--- config.mk ---
export PLATFORM = sky130hd
export DESIGN_NAME = head_tail_tag_gen
export DESIGN_NICKNAME = d
export VERILOG_FILES = /design/src/rtl/head_tail_tag_gen.sv
export SDC_FILE = /design/constraint.sdc
export NUM_CORES = 1
export LEC_CHECK = 0
export CORE_UTILIZATION = 46
export CTS_BUF_LIST = sky130_fd_sc_hd__clkbuf_8 sky130_fd_sc_hd__clkbuf_16
export DETAILED_ROUTE_END_ITERATION = 10
export PLACE_DENSITY = 0.83
export SYNTH_ARGS = -nofsm -noshare
export SYNTH_HDL_FRONTEND = slang
export SYNTH_SLANG_ARGS = --single-unit
--- constraint.sdc ---
create_clock -name i_clk -period 2.21 [get_ports i_clk]
set_clock_uncertainty 0.1 [all_clocks]
set_input_delay 0.442 -clock i_clk [delete_from_list [all_inputs] [get_ports i_clk]]
set_output_delay 0.442 -clock i_clk [all_outputs]
set_load 0.05 [all_outputs]
--- src/rtl/head_tail_tag_gen.sv ---
// Frame-delimiter tagger: turns a valid/data word stream into {head, tail, data}
// words, truncates frames at MAX_LEN and reports length/runt/trunc once per frame.
module head_tail_tag_gen #(
    parameter int DATA_W  = 8,
    parameter int LEN_W   = 12,
    parameter int MAX_LEN = 1518,
    parameter int MIN_LEN = 60
) (
    input  logic              i_clk,
    input  logic              i_rst_n,
    input  logic              i_data_wr,
    input  logic [DATA_W-1:0] iv_data,
    output logic [DATA_W+1:0] ov_data,
    output logic              o_data_wr,
    output logic [LEN_W-1:0]  ov_frame_len,
    output logic              o_frame_len_wr,
    output logic              o_runt,
    output logic              o_trunc
);

    if (MAX_LEN < 1 || MAX_LEN >= (1 << LEN_W)) begin : g_bad_max_len
        $error("head_tail_tag_gen: MAX_LEN must be in 1 .. 2**LEN_W-1");
    end

    localparam logic [LEN_W-1:0] MAX_C = LEN_W'(MAX_LEN);
    localparam logic [LEN_W-1:0] MIN_C = LEN_W'(MIN_LEN);
    localparam logic [LEN_W-1:0] ONE_C = LEN_W'(1);

    typedef enum logic [1:0] {
        SYNC    = 2'd0,
        IDLE    = 2'd1,
        TRANS   = 2'd2,
        DISCARD = 2'd3
    } state_t;

    state_t              state_q, state_d;
    logic [LEN_W-1:0]    cnt_q, cnt_d;
    logic [LEN_W-1:0]    len_q, len_d;
    logic [DATA_W-1:0]   stage_q;
    logic                is_tail;

    // State register; the stage register delays each word by one cycle so the
    // tail decision can look at the word that follows it.
    always_ff @(posedge i_clk or negedge i_rst_n) begin
        if (!i_rst_n) begin
            state_q <= SYNC;
            cnt_q   <= '0;
            len_q   <= '0;
            stage_q <= '0;
        end else begin
            state_q <= state_d;
            cnt_q   <= cnt_d;
            len_q   <= len_d;
            stage_q <= iv_data;
        end
    end

    // Next-state logic
    always_comb begin
        state_d = state_q;
        cnt_d   = cnt_q;
        case (state_q)
            SYNC: begin
                if (!i_data_wr) state_d = IDLE;
            end
            IDLE: begin
                if (i_data_wr) begin
                    state_d = TRANS;
                    cnt_d   = ONE_C;
                end
            end
            TRANS: begin
                if (!i_data_wr) begin
                    state_d = IDLE;
                end else if (cnt_q == MAX_C) begin
                    state_d = DISCARD;
                end else begin
                    cnt_d = cnt_q + ONE_C;
                end
            end
            DISCARD: begin
                if (!i_data_wr) state_d = IDLE;
            end
            default: state_d = SYNC;
        endcase
    end

    // Output logic: a word reaching MAX_LEN closes the frame even if more follow;
    // it only counts as truncation when another word is actually pending.
    always_comb begin
        is_tail        = (state_q == TRANS) && (!i_data_wr || cnt_q == MAX_C);
        o_data_wr      = (state_q == TRANS);
        ov_data        = '0;
        if (state_q == TRANS) begin
            ov_data = {(cnt_q == ONE_C), is_tail, stage_q};
        end
        o_frame_len_wr = is_tail;
        o_runt         = is_tail && (cnt_q < MIN_C);
        o_trunc        = is_tail && i_data_wr;
        len_d          = is_tail ? cnt_q : len_q;
        ov_frame_len   = len_d;
    end

endmodule

Word level (Yosys, flattened, before mapping)
Cells that the tools add are included.

Bits in registers: 34. Output and inout port bits: 26. Memory bits (writable): 0. Memories kept: 0. Logic and storage cells: 37. Bits of input ports: 11. Memory bits (read-only): 0. Bits in latches: 0.

Div/mod/pow operators: 0. $add $sub $neg: 1. Bitwise gates (word level): 0. Mux-type cells: 11. Magnitude comparators: 1. Shift-type cells: 0. Equal/unequal tests: 10. Reductions and logical operators: 10. Multipliers: 0.

Operators with widths (number): 12-bit two-way mux (4); 12-bit case mux with 2 select lines (1); 12-bit by 1-bit adder with 12-bit output, second input constant (1); 12-bit by 1-bit == test with 1-bit output, second input constant (1); 12-bit by 11-bit == test with 1-bit output, second input constant (1); 12-bit by 6-bit < comparator with 1-bit output, second input constant (1); 10-bit two-way mux (1); 2-bit two-way mux (4); 2-bit != test, second input constant (4); 2-bit case mux with 3 select lines (1); 2-bit == test, second input constant (2); 4-bit AND reduction (1); 1-bit logical AND (3); 3-bit by 2-bit != test with 1-bit output, second input constant (1); 3-bit AND reduction (1); 2-bit by 1-bit == test with 1-bit output, second input constant (1); 2-bit logical NOT (1); 2-bit nonzero test (1); 2-bit OR reduction (1); 1-bit logical NOT (1); 1-bit logical OR (1).

Depth between registers and ports, before layout
Depth after elaboration: 4. Depth in mapped cells: 8. Gate-level depth less buffers: 6.

Worst setup path before layout
OpenSTA, ideal clock, no wires.

Kind: reg2out. Start: register state_q[0]. End: output port o_trunc. Path slack: -1.141 ns. Path buffers: 2. Cell stages (with the launch flop): 7. Data arrival time: 2.809 ns. Data required time: 1.668 ns. Cell sequence: dfrtp_1 -> inv_1 -> ha_1 -> buf_6 -> buf_2 -> nand2_1 -> nor4_1.

Cells in the longest elaborated chain, start to end: 3.

RTL lines: start: declaration (RTL line 36) `state_t state_q, state_d;`; start signal: assignment (RTL line 51) `state_q <= state_d;`; 2-bit == test; net o_data_wr (RTL line 14) `output logic o_data_wr,`; 1-bit logical AND (RTL line 91) `is_tail = (state_q == TRANS) && (!i_data_wr || cnt_q == MAX_C);`; 1-bit logical AND (RTL line 99) `o_trunc = is_tail && i_data_wr;`; end: declaration (RTL line 18) `output logic o_trunc`.

The timed path passes the listed nets, and every way through them passes these cells.

Final worst setup path
Start: register cnt_q[0]. End: output port ov_frame_len[4].

Cells in the longest elaborated chain, start to end: 4.

RTL lines: start: declaration (RTL line 37) `logic [LEN_W-1:0] cnt_q, cnt_d;`; start signal: assignment (RTL line 52) `cnt_q <= cnt_d;`; 12-bit by 11-bit == test with 1-bit output (RTL line 91); 1-bit logical OR (RTL line 91); 1-bit logical AND (RTL line 91); 12-bit two-way mux (RTL line 100) `len_d = is_tail ? cnt_q : len_q;`; end: declaration (RTL line 15) `output logic [LEN_W-1:0] ov_frame_len,`.

Every way passes these cells.

==> results.py <==
metrics = {
    "status": {
        "status": "finished, violations left",
        "violations": "setup timing",
    },
    "floorplan": {
        "dieHeight_um": 64.43,
        "die-area_um2": 4151,
        "core_area_um2": 3689,
        "num_rows": 22,
        "dieWidth_um": 64.43,
        "initial_core_util": 0.4861,
        "io_pins": 37,
    },
    "layout": {
        "final_cell_mix": "dfrtp_1, buf_4, buf_6, mux2_2, buf_12",
        "final_common_cell": "dfrtp_1",
        "regArea_um2": 850.8,
        "diodes": 0,
        "layout-drive-gt1-share": 0.4375,
        "nNetsFinal": 241,
        "syn_to_final_growth_pct": 50.66,
        "fin_util": 0.7324,
        "fillCellCount": 241,
        "multi_input_area_um2": 915.9,
    },
    "drt": {
        "drt_iter0_drc": 85,
        "wl_per_cell_um": 17.31,
        "viasPerCell": 5.713,
        "drtPass1Iterations": 4,
        "wl_met1_um": 1748,
        "top_layer": "met4",
        "wl_met2_um": 2586,
        "post-route-drc-count": 0,
        "wl_met3_um": 259,
        "via_count": 1554,
        "postRouteAntennaNets": 0,
        "totalWireLength_um": 4709,
    },
    "yosys": {
        "async_flop_share": 1.000,
        "synthTopCellsByArea": "dfrtp_1, mux2_2, ha_1, and2_1, buf_6",
        "syn_inst": 161,
        "syn_avg_cell_area_um2": 11.14,
        "synth.distinct_cells": 45,
        "yosys.area.top_type": "dfrtp_1",
        "synth_area_um2": 1793,
        "synth_nets": 178,
        "synth_top_area_frac": 0.4745,
        "synth-edff-count": 0,
        "ys_seq_area_frac": 0.4745,
        "synth-seq-cells": 34,
        "synthFlopType": "dfrtp_1",
        "yosysWarningCount": 0,
    },
    "timing": {
        "min_period_over_period": 1.156,
        "tns_ps": -4962,
        "setup_viol_count_final": 17,
        "finalHoldViolCount": 0,
        "worst_pin_slew_ps": 528.9,
        "setup_ws_ps": -344.3,
        "finalCriticalPeriod_ps": 2554,
        "relSlewSlack": 0.6442,
        "grt_setup_unrepaired": "true",
        "maxSlewViolCount": 0,
        "max_freq_mhz": 391.5,
    },
    "setup_path": {
        "worstPathArrival_ps": 2010,
        "cp-start-kind": "register",
        "required_ps": 1670,
        "cp_max_fo": 14,
        "critPathKind": "register to primary output",
        "end_kind": "primary output",
    },
    "clock_network": {
        "hold_buffers": 0,
        "tritoncts": "yes",
        "clock_latency_ps": 290,
        "cts.reportedPaths.clkPinSlew_ps": 70,
        "htreeDepth": 2,
        "cts-root-buf": "clkbuf_8",
        "cts.path.max_buffers": 2,
        "clkSinkCount": 34,
        "cts_buffers": 5,
    },
    "global_route": {
        "antenna_found_initial": 0,
        "grt_pass1_wl_um": 7748,
        "grtUsageTotal": 0.2519,
        "grt_max_degree": 35,
        "grt_remaining_overflow": 0,
        "grt_pass1_vias": 1632,
    },
    "job": {
        "maxCapViolCount": 0,
    },
    "min_path": {
        "hold_class": "register to register",
    },
    "power_and_ir_drop": {
        "vdd_ir_drop_max_uv": 779.8,
        "p_total_w": 0.003847,
        "powerDensity_nw_per_um2": 1424,
        "p_leak_nw": 1.206,
    },
    "placed_design": {
        "dpl.hpwl_um": 3214,
        "place_ws_ps": -165.7,
        "gp_congestion": 0.9635,
        "port_buffers": 36,
    },
}
## synth_stat cells (all sizes together) (2+ instances only)
cell type,instances
a41oi,2
inv,7
clkbuf,2
nor2,5
nand3,8
mux2,13
and2,9
buf,9
nand3b,3
o21ai,11
nor4,5
o211ai,2
a211o,2
dfrtp,34
ha,6
nand2,13
nor3,3
o221ai,3
and3,4
o31ai,2
a31oi,2
## metal layers
layer	global-route usage	vias up
li1	-	706
met4	0.1417	0
met2	0.4118	64
met5	0	-
met3	0.06866	11
met1	0.2984	773
## logic make-up (layout without fill, tap and decap cells)
family,Yosys count,in the layout,synth area share
fa+ha+maj,6,6,0.04187
flops,34,34,0.4745
mux,14,14,0.08723
buf+inv,18,81,0.06420
compound gates,30,30,0.1249
simple gates,59,59,0.2073
## path summary, 6_finish.rpt
check | to | startpoint | slack (ps) | cells past startpoint
worst min-delay path | len_q[6] | len_q[6] | 410 | 1
max in group asynchronous | len_q[8] | i_rst_n | 1260 | 2
worst min register to register | len_q[6] | len_q[6] | 410 | 1
worst max register to register | cnt_q[11] | cnt_q[0] | -90 | 9
min in group asynchronous | len_q[1] | i_rst_n | 450 | 2
worst max-delay path | ov_frame_len[4] | cnt_q[0] | -340 | 8
## flip-flops by register name (all words and copies together) (netlist names)
register / flops
stage_q: 8
cnt_q: 12
len_q: 12
state_q: 2
## stage by stage
step / hold slack [ps] / instances / area, um^2
floorplan: 46.41 / 161 / 1848
global placement: 381.3 / 258 / 2447
finish: 412.5 / 272 / 2701
global route: 423.7 / 272 / 2701
CTS: 415.7 / 269 / 2638
detailed placement: 384.7 / 258 / 2447
## cell type report
| cell class | count | share of cell area |
|---|---|---|
| Multi-Input combinational cell | 109 | 0.3390 |
| Sequential cell | 34 | 0.3150 |
| Timing Repair Buffer | 67 | 0.2835 |
| Clock buffer | 5 | 0.02547 |
| Tap cell | 48 | 0.02223 |
| Inverter | 7 | 0.01112 |
| Clock inverter | 2 | 0.003705 |
## power breakdown
group / switching, W / total [W] / internal, W
sequential: 0.000106 / 0.000918 / 0.000812
combinational: 0.00143 / 0.00249 / 0.00106
clock: 0.000224 / 0.000435 / 0.000211
## repair_timing
| item | 4_1_cts | 5_1_grt |
|---|---|---|
| gates resized for setup | 20 | 9 |
| setup endpoints to repair | 17 | 20 |
| setup buffers | 4 | 3 |
| pin swaps | 5 | 5 |
## worst max-delay path, cell delays in order (launching register included)
cell	delay, ps
dfrtp_1	390
inv_1	60
ha_2	190
nand4b_4	140
o31ai_4	200
nand2_2	100
buf_12	160
mux2_2	300
buf_6	160
Power figures use the tool's default switching activity.
